File: src/rtl/spi_packet_rx.sv
// SPI (Mode 0) packet receiver. The SPI pins are synchronized into the clk
// domain. Bytes are assembled MSB first into a staging buffer. When the frame
// ends, it is validated on header, length and XOR checksum. A good frame
// updates the payload outputs; a bad or timed-out frame only bumps the error
// counter and sticky error bits.
//
// Output handshake: pkt_valid and pkt_err are single-cycle strobes with no
// ready. They are never high together. ch_data and flags change only in the
// cycle in which pkt_valid is high, and hold their values at all other times.
`timescale 1ns/1ps
module spi_packet_rx #(
  parameter int          NUM_CH      = 6,
  parameter logic [7:0]  HEADER      = 8'hAA,
  parameter int          CHK_EN      = 1,
  parameter logic [15:0] TIMEOUT_CYC = 16'd4096
) (
  input  logic                  clk,
  input  logic                  rst_n,
  input  logic                  cs_n,
  input  logic                  sck,
  input  logic                  sdi,
  input  logic                  err_clr,
  output logic [NUM_CH*16-1:0]  ch_data,
  output logic [7:0]            flags,
  output logic                  pkt_valid,
  output logic                  pkt_err,
  output logic [3:0]            err_sticky,
  output logic                  initialized,
  output logic [15:0]           ok_cnt,
  output logic [15:0]           err_cnt,
  output logic [1:0]            state_dbg
);

  localparam int PKT_BYTES = 2 + 2*NUM_CH + CHK_EN;
  localparam int BW        = $clog2(PKT_BYTES + 1);
  localparam int FLAGS_IDX = 1 + 2*NUM_CH;
  localparam logic [BW-1:0] PB_N = BW'(PKT_BYTES);
  localparam logic [BW-1:0] PB_X = BW'(PKT_BYTES - 1);

  typedef enum logic [1:0] {
    IDLE  = 2'd0,
    RECV  = 2'd1,
    CHECK = 2'd2,
    DRAIN = 2'd3
  } state_t;

  state_t          state;

  // [0] first sync stage, [1] second sync stage, [2] edge-detect history
  logic [2:0]      cs_sync;
  logic [2:0]      sck_sync;
  logic [2:0]      sdi_sync;
  logic [1:0]      sync_vld;
  logic            cs_armed;

  logic [2:0]      bit_cnt;
  logic [BW-1:0]   byte_cnt;
  logic            overlen;
  logic [6:0]      shreg;
  logic [7:0]      xor_acc;
  logic [15:0]     to_cnt;
  logic [7:0]      stage [PKT_BYTES];

  logic            cs_fall;
  logic            cs_rise;
  logic            cs_low;
  logic            sck_rise;
  logic            sdi_bit;
  logic [7:0]      new_byte;
  logic            len_bad;
  logic            hdr_bad;
  logic            chk_bad;
  logic            frame_empty;
  logic            accept;

  // A falling edge is honoured only after cs_n has been seen high with real
  // pin data. This keeps the synchronizer's reset level from faking a frame
  // start when reset releases while CS is already low.
  assign cs_fall  = cs_armed & ~cs_sync[1] & cs_sync[2];
  assign cs_rise  = cs_sync[1] & ~cs_sync[2];
  assign cs_low   = ~cs_sync[1];
  assign sck_rise = sck_sync[1] & ~sck_sync[2];
  assign sdi_bit  = sdi_sync[2];
  assign new_byte = {shreg, sdi_bit};

  assign len_bad     = (byte_cnt != PB_N) || (bit_cnt != 3'd0) || overlen;
  assign hdr_bad     = (byte_cnt != '0) && (stage[0] != HEADER);
  assign chk_bad     = (CHK_EN != 0) && (byte_cnt == PB_N) &&
                       (xor_acc != stage[PKT_BYTES-1]);
  assign frame_empty = (byte_cnt == '0) && (bit_cnt == 3'd0) && !overlen;
  assign accept      = !(len_bad || hdr_bad || chk_bad);

  assign state_dbg = state;

  function automatic logic [15:0] sat_inc(input logic [15:0] v);
    return (v == 16'hFFFF) ? v : v + 16'd1;
  endfunction

  // Pin synchronizers, edge history and the CS arming qualifier
  always_ff @(posedge clk) begin
    if (!rst_n) begin
      cs_sync  <= 3'b111;
      sck_sync <= 3'b000;
      sdi_sync <= 3'b000;
      sync_vld <= 2'b00;
      cs_armed <= 1'b0;
    end else begin
      cs_sync  <= {cs_sync[1:0], cs_n};
      sck_sync <= {sck_sync[1:0], sck};
      sdi_sync <= {sdi_sync[1:0], sdi};
      sync_vld <= {sync_vld[0], 1'b1};
      cs_armed <= cs_armed | (sync_vld[1] & cs_sync[1]);
    end
  end

  // Frame FSM: byte assembly, staging, validation and the status outputs
  always_ff @(posedge clk) begin
    if (!rst_n) begin
      state       <= IDLE;
      bit_cnt     <= 3'd0;
      byte_cnt    <= '0;
      overlen     <= 1'b0;
      shreg       <= 7'd0;
      xor_acc     <= 8'd0;
      to_cnt      <= 16'd0;
      for (int i = 0; i < PKT_BYTES; i++) stage[i] <= 8'd0;
      ch_data     <= '0;
      flags       <= 8'd0;
      pkt_valid   <= 1'b0;
      pkt_err     <= 1'b0;
      err_sticky  <= 4'd0;
      initialized <= 1'b0;
      ok_cnt      <= 16'd0;
      err_cnt     <= 16'd0;
    end else begin
      pkt_valid <= 1'b0;
      pkt_err   <= 1'b0;
      case (state)
        IDLE: begin
          if (cs_fall) begin
            state    <= RECV;
            bit_cnt  <= 3'd0;
            byte_cnt <= '0;
            overlen  <= 1'b0;
            xor_acc  <= 8'd0;
            to_cnt   <= 16'd0;
          end
        end
        RECV: begin
          if (cs_rise) begin
            state <= CHECK;
          end else if (sck_rise && cs_low) begin
            to_cnt  <= 16'd0;
            bit_cnt <= bit_cnt + 3'd1;
            shreg   <= new_byte[6:0];
            if (bit_cnt == 3'd7) begin
              if (byte_cnt < PB_N) begin
                stage[byte_cnt] <= new_byte;
                byte_cnt        <= byte_cnt + 1'b1;
                if (byte_cnt < PB_X) xor_acc <= xor_acc ^ new_byte;
              end else begin
                overlen <= 1'b1;
              end
            end
          end else if (to_cnt == TIMEOUT_CYC - 16'd1) begin
            state         <= DRAIN;
            pkt_err       <= 1'b1;
            err_sticky[3] <= 1'b1;
            err_cnt       <= sat_inc(err_cnt);
          end else begin
            to_cnt <= to_cnt + 16'd1;
          end
        end
        CHECK: begin
          if (!frame_empty) begin
            if (accept) begin
              for (int k = 0; k < NUM_CH; k++)
                ch_data[16*k +: 16] <= {stage[1+2*k], stage[2+2*k]};
              flags       <= stage[FLAGS_IDX];
              pkt_valid   <= 1'b1;
              ok_cnt      <= sat_inc(ok_cnt);
              initialized <= 1'b1;
            end else begin
              pkt_err    <= 1'b1;
              err_cnt    <= sat_inc(err_cnt);
              err_sticky <= err_sticky | {1'b0, chk_bad, len_bad, hdr_bad};
            end
          end
          // A new frame may already be starting; keep its first SCK edge
          if (cs_fall) begin
            state    <= RECV;
            bit_cnt  <= 3'd0;
            byte_cnt <= '0;
            overlen  <= 1'b0;
            xor_acc  <= 8'd0;
            to_cnt   <= 16'd0;
          end else begin
            state <= IDLE;
          end
        end
        DRAIN: begin
          if (cs_sync[1]) state <= IDLE;
        end
        default: state <= IDLE;
      endcase
      // Clearing has priority over any error recorded in the same cycle
      if (err_clr) begin
        err_cnt    <= 16'd0;
        err_sticky <= 4'd0;
      end
    end
  end

endmodule

File: config.mk
export PLATFORM = sky130hd
export DESIGN_NAME = spi_packet_rx
export DESIGN_NICKNAME = d
export VERILOG_FILES = /design/src/rtl/spi_packet_rx.sv
export SDC_FILE = /design/constraint.sdc
export NUM_CORES = 1
export LEC_CHECK = 0
export CAP_MARGIN = 15
export CORE_MARGIN = 2
export CORE_UTILIZATION = 50
export CTS_CLUSTER_DIAMETER = 100
export DETAILED_ROUTE_END_ITERATION = 10
export GPL_TIMING_DRIVEN = 1
export PLACE_DENSITY = 0.73
export SLEW_MARGIN = 15
export SYNTH_ARGS = -nofsm -noshare
export SYNTH_HDL_FRONTEND = slang
export SYNTH_SLANG_ARGS = --single-unit
File: constraint.sdc
create_clock -name clk -period 3.6 [get_ports clk]
set_clock_uncertainty 0.1 [all_clocks]
set_input_delay 0.72 -clock clk [delete_from_list [all_inputs] [get_ports clk]]
set_output_delay 0.72 -clock clk [all_outputs]
set_load 0.03 [all_outputs]
==> reports/results.ini <==
[clocking]
cts_root_buf = sky130_fd_sc_hd__clkbuf_16
clock_insertion_delay_at_the_later_pin_of_the_skew_report_ns = 0.55
tritoncts = yes
h-tree-depth = 1
max-clock-path-buffers = 3
worst_setup_hold_path_clk_slew_ns = 0.06
post_cts_hold_buffers = 0
cts_repair_resize_count = 0
cts_inserted_buffers = 31
cts_setup_buffers = 0
cts.sink_count = 316

[yosys]
synth_sequential_area_ratio_pct = 59.8
netlist_top_cells_count = 265 x sky130_fd_sc_hd__nand2_1, 196 x sky130_fd_sc_hd__dfxtp_1, 153 x sky130_fd_sc_hd__a21oi_1
synth.area.top_cells = sky130_fd_sc_hd__dfxtp_1 31%, sky130_fd_sc_hd__edfxtp_1 29%, sky130_fd_sc_hd__nand2_1 7.9%, sky130_fd_sc_hd__and2_1 6.5%, sky130_fd_sc_hd__a21oi_1 6.1%
synthDominantAreaCellType = sky130_fd_sc_hd__dfxtp_1
syn_inst = 1280
fraction_of_registers_with_async_set_or_reset_after_synthesis_pct = 0
syn-mean-instance-area_um2 = 9.83
post-synth-top-count-cell = sky130_fd_sc_hd__nand2_1
ys.warnings.count = 0
post_synth_top_area_share_pct = 31.2
synth-seq-cells = 316
synth_edf_count = 120
mappedNetlistArea_um2 = 12600
syn_nets = 1300
post_synth_num_cell_types = 59
synth_top_flop_cell = sky130_fd_sc_hd__dfxtp_1

[placed_design]
gp_congestion = 0.829
dp.final_hpwl_mm = 18.2
dp_cells = 1715
port-buffer-count = 150

[drt]
drt_pre_antenna_iters = 5
antenna_violating_nets_post_route = 0
remaining_drc_errors = 0
detailedRoute.firstIterationViolations = 783
viasPerCell = 5.33
totalWireLength_mm = 28.4
wire_per_inst_um = 16.0
total_number_of_vias = 9438

[final_layout]
ratio_of_cells_with_drive_above_1_in_the_final_layout_pct = 6.17
antenna_cells = 0
non_filler_cells_in_the_finished_layout = 1772
area_growth_pct = 22.2
final_core_util_pct = 61.6
final_nets = 1438

[global_routing]
grt_util_all_layers_pct = 21.2
grt-ovfl-total = 0
first_global_vias = 8839
grt_use_met1_pct = 29.8
grt_first_pass_wirelength_mm = 45.4
globalRouteMet2Util_pct = 34.6
routing_usage_on_met3_pct = 2.95
grt_antenna_before_repair = 0
maximum_number_of_pins_on_one_net_before_global_route_repair = 87
grt_max_usage_layer = met2

[timing]
finalHoldViolCount = 0
rsz0062_at_grt = no
finalSetupTns_ns = 0
post-route-period-util_pct = 87.1
min_period_ns = 3.14
achievable-frequency_mhz = 319
worst-slew-pin-transition_ns = 0.980
report.final.setup_viol = 0
timing.max_slew.rel_slack_pct = 34.5
drv_slew = 0

[worst_setup_path]
cp.required_ns = 3.70
timing_worst_setup_path_type = reg -> reg
cp.arrival_ns = 3.23
timing.critical_path.to_type = flop
timing.critical_path.fanout_max = 9
worstSetupStartpointType = flop

[job]
maxCapViolations = 0

[floorplan]
num_rows = 58
coreArea_um2 = 25000
design.die.area_um2 = 26500
die_y_um = 163
die-width_um = 163
i_o_pins = 151
initial_utilization_pct = 50.4

[status]
run_status = complete, no violations

[power]
power.leakage_nw = 5.27
powerDensity_nw_per_um2 = 457
max-vdd-ir-drop_mv = 0.309

[min_path]
timing.hold.worst.class = reg -> reg

## final timing paths
| kind | start | endpoint | slack [ns] | cells past startpoint |
|---|---|---|---|---|
| max reg2reg | cs_sync[1] | stage[0][5] | 0.46 | 7 |
| max | cs_sync[1] | stage[0][5] | 0.46 | 7 |
| min | cs_sync[0] | cs_sync[1] | 0.32 | 1 |
| min reg2reg | cs_sync[0] | cs_sync[1] | 0.32 | 1 |
## registers in the layout (all words and copies together), names as in the netlist
name         flops
bit_cnt          3
byte_cnt         4
ch_data         96
cs_armed         1
cs_sync          3
err_cnt         16
err_sticky       4
flags            8
initialized      1
ok_cnt          16
overlen          1
pkt_err          1
pkt_valid        1
sck_sync         3
sdi_sync         3
shreg            7
stage          120
state_dbg        2
sync_vld         2
to_cnt          16
xor_acc          8
## critical path, cell delays in order (launching register included)
cell                       delay, ns
sky130_fd_sc_hd__dfxtp_1        0.37
sky130_fd_sc_hd__nor3b_2        0.20
sky130_fd_sc_hd__buf_4          0.16
sky130_fd_sc_hd__nand2_1        0.19
sky130_fd_sc_hd__nor4_1         0.58
sky130_fd_sc_hd__nand2_1        0.38
sky130_fd_sc_hd__nor3_2         0.40
sky130_fd_sc_hd__nand2b_1       0.39
## logic make-up (layout without fill, tap and decap cells)
family | count (synthesis) | after routing | share of synthesized area, %
compound gates | 224 | 224 | 9.88
simple gates | 608 | 608 | 24.1
fa+ha+maj | 14 | 14 | 1.39
flops | 316 | 316 | 59.8
xor+xnor | 29 | 29 | 2.02
buf+inv | 88 | 250 | 2.72
mux | 1 | 1 | 0.0795
## cell usage in the layout (no fill, tap or decap), types with 19 or more instances in the layout
| master | Yosys | routed |
|---|---|---|
| sky130_fd_sc_hd__a21oi_1 | 153 | 153 |
| sky130_fd_sc_hd__clkdlybuf4s50_1 | 0 | 150 |
| sky130_fd_sc_hd__or3_1 | 20 | 20 |
| sky130_fd_sc_hd__nand3_1 | 23 | 23 |
| sky130_fd_sc_hd__and2_1 | 131 | 131 |
| sky130_fd_sc_hd__nand2_1 | 265 | 265 |
| sky130_fd_sc_hd__o21ai_0 | 40 | 40 |
| sky130_fd_sc_hd__buf_4 | 2 | 27 |
| sky130_fd_sc_hd__nor2_1 | 67 | 67 |
| sky130_fd_sc_hd__dfxtp_1 | 196 | 196 |
| sky130_fd_sc_hd__nand4_1 | 27 | 27 |
| sky130_fd_sc_hd__clkbuf_16 | 0 | 31 |
| sky130_fd_sc_hd__xor2_1 | 19 | 19 |
| sky130_fd_sc_hd__edfxtp_1 | 120 | 120 |
## metrics by stage
step	power, mW	setup slack [ns]	hold slack (ns)	area [µm²]
after global placement	4.12	0.217	0.302	14400
after CTS	7.07	0.499	0.328	15400
final	7.03	0.463	0.320	15400
after detailed placement	4.13	0.179	0.310	14400
after floorplan	4.03	0.816	0.286	12600
after global routing	7.24	0.249	0.355	15400
## layout make-up
class | instances | area, µm²
inverter | 15 | 58.8
clock buffer | 46 | 852
multi-input combinational | 876 | 4720
fill | 2118 | 9580
sequential | 316 | 7530
clock inverter | 11 | 82.6
tap | 330 | 413
timing repair buffer | 178 | 1720
## routing by layer
layer / routed length (µm) / vias to the layer above
li1: - / 4652
met1: 13100 / 4478
met2: 13200 / 261
met3: 1520 / 47
met4: 639 / 0
met5: 0 / -
## power breakdown
| group | switching, mW | leakage (nW) | internal [mW] |
|---|---|---|---|
| logic | 0.184 | 2.00 | 0.0801 |
| clock network | 1.28 | 0.453 | 1.70 |
| registers | 0.0287 | 2.82 | 3.76 |
| total | 1.49 | 5.27 | 5.54 |
Power figures use the tool's default switching activity.
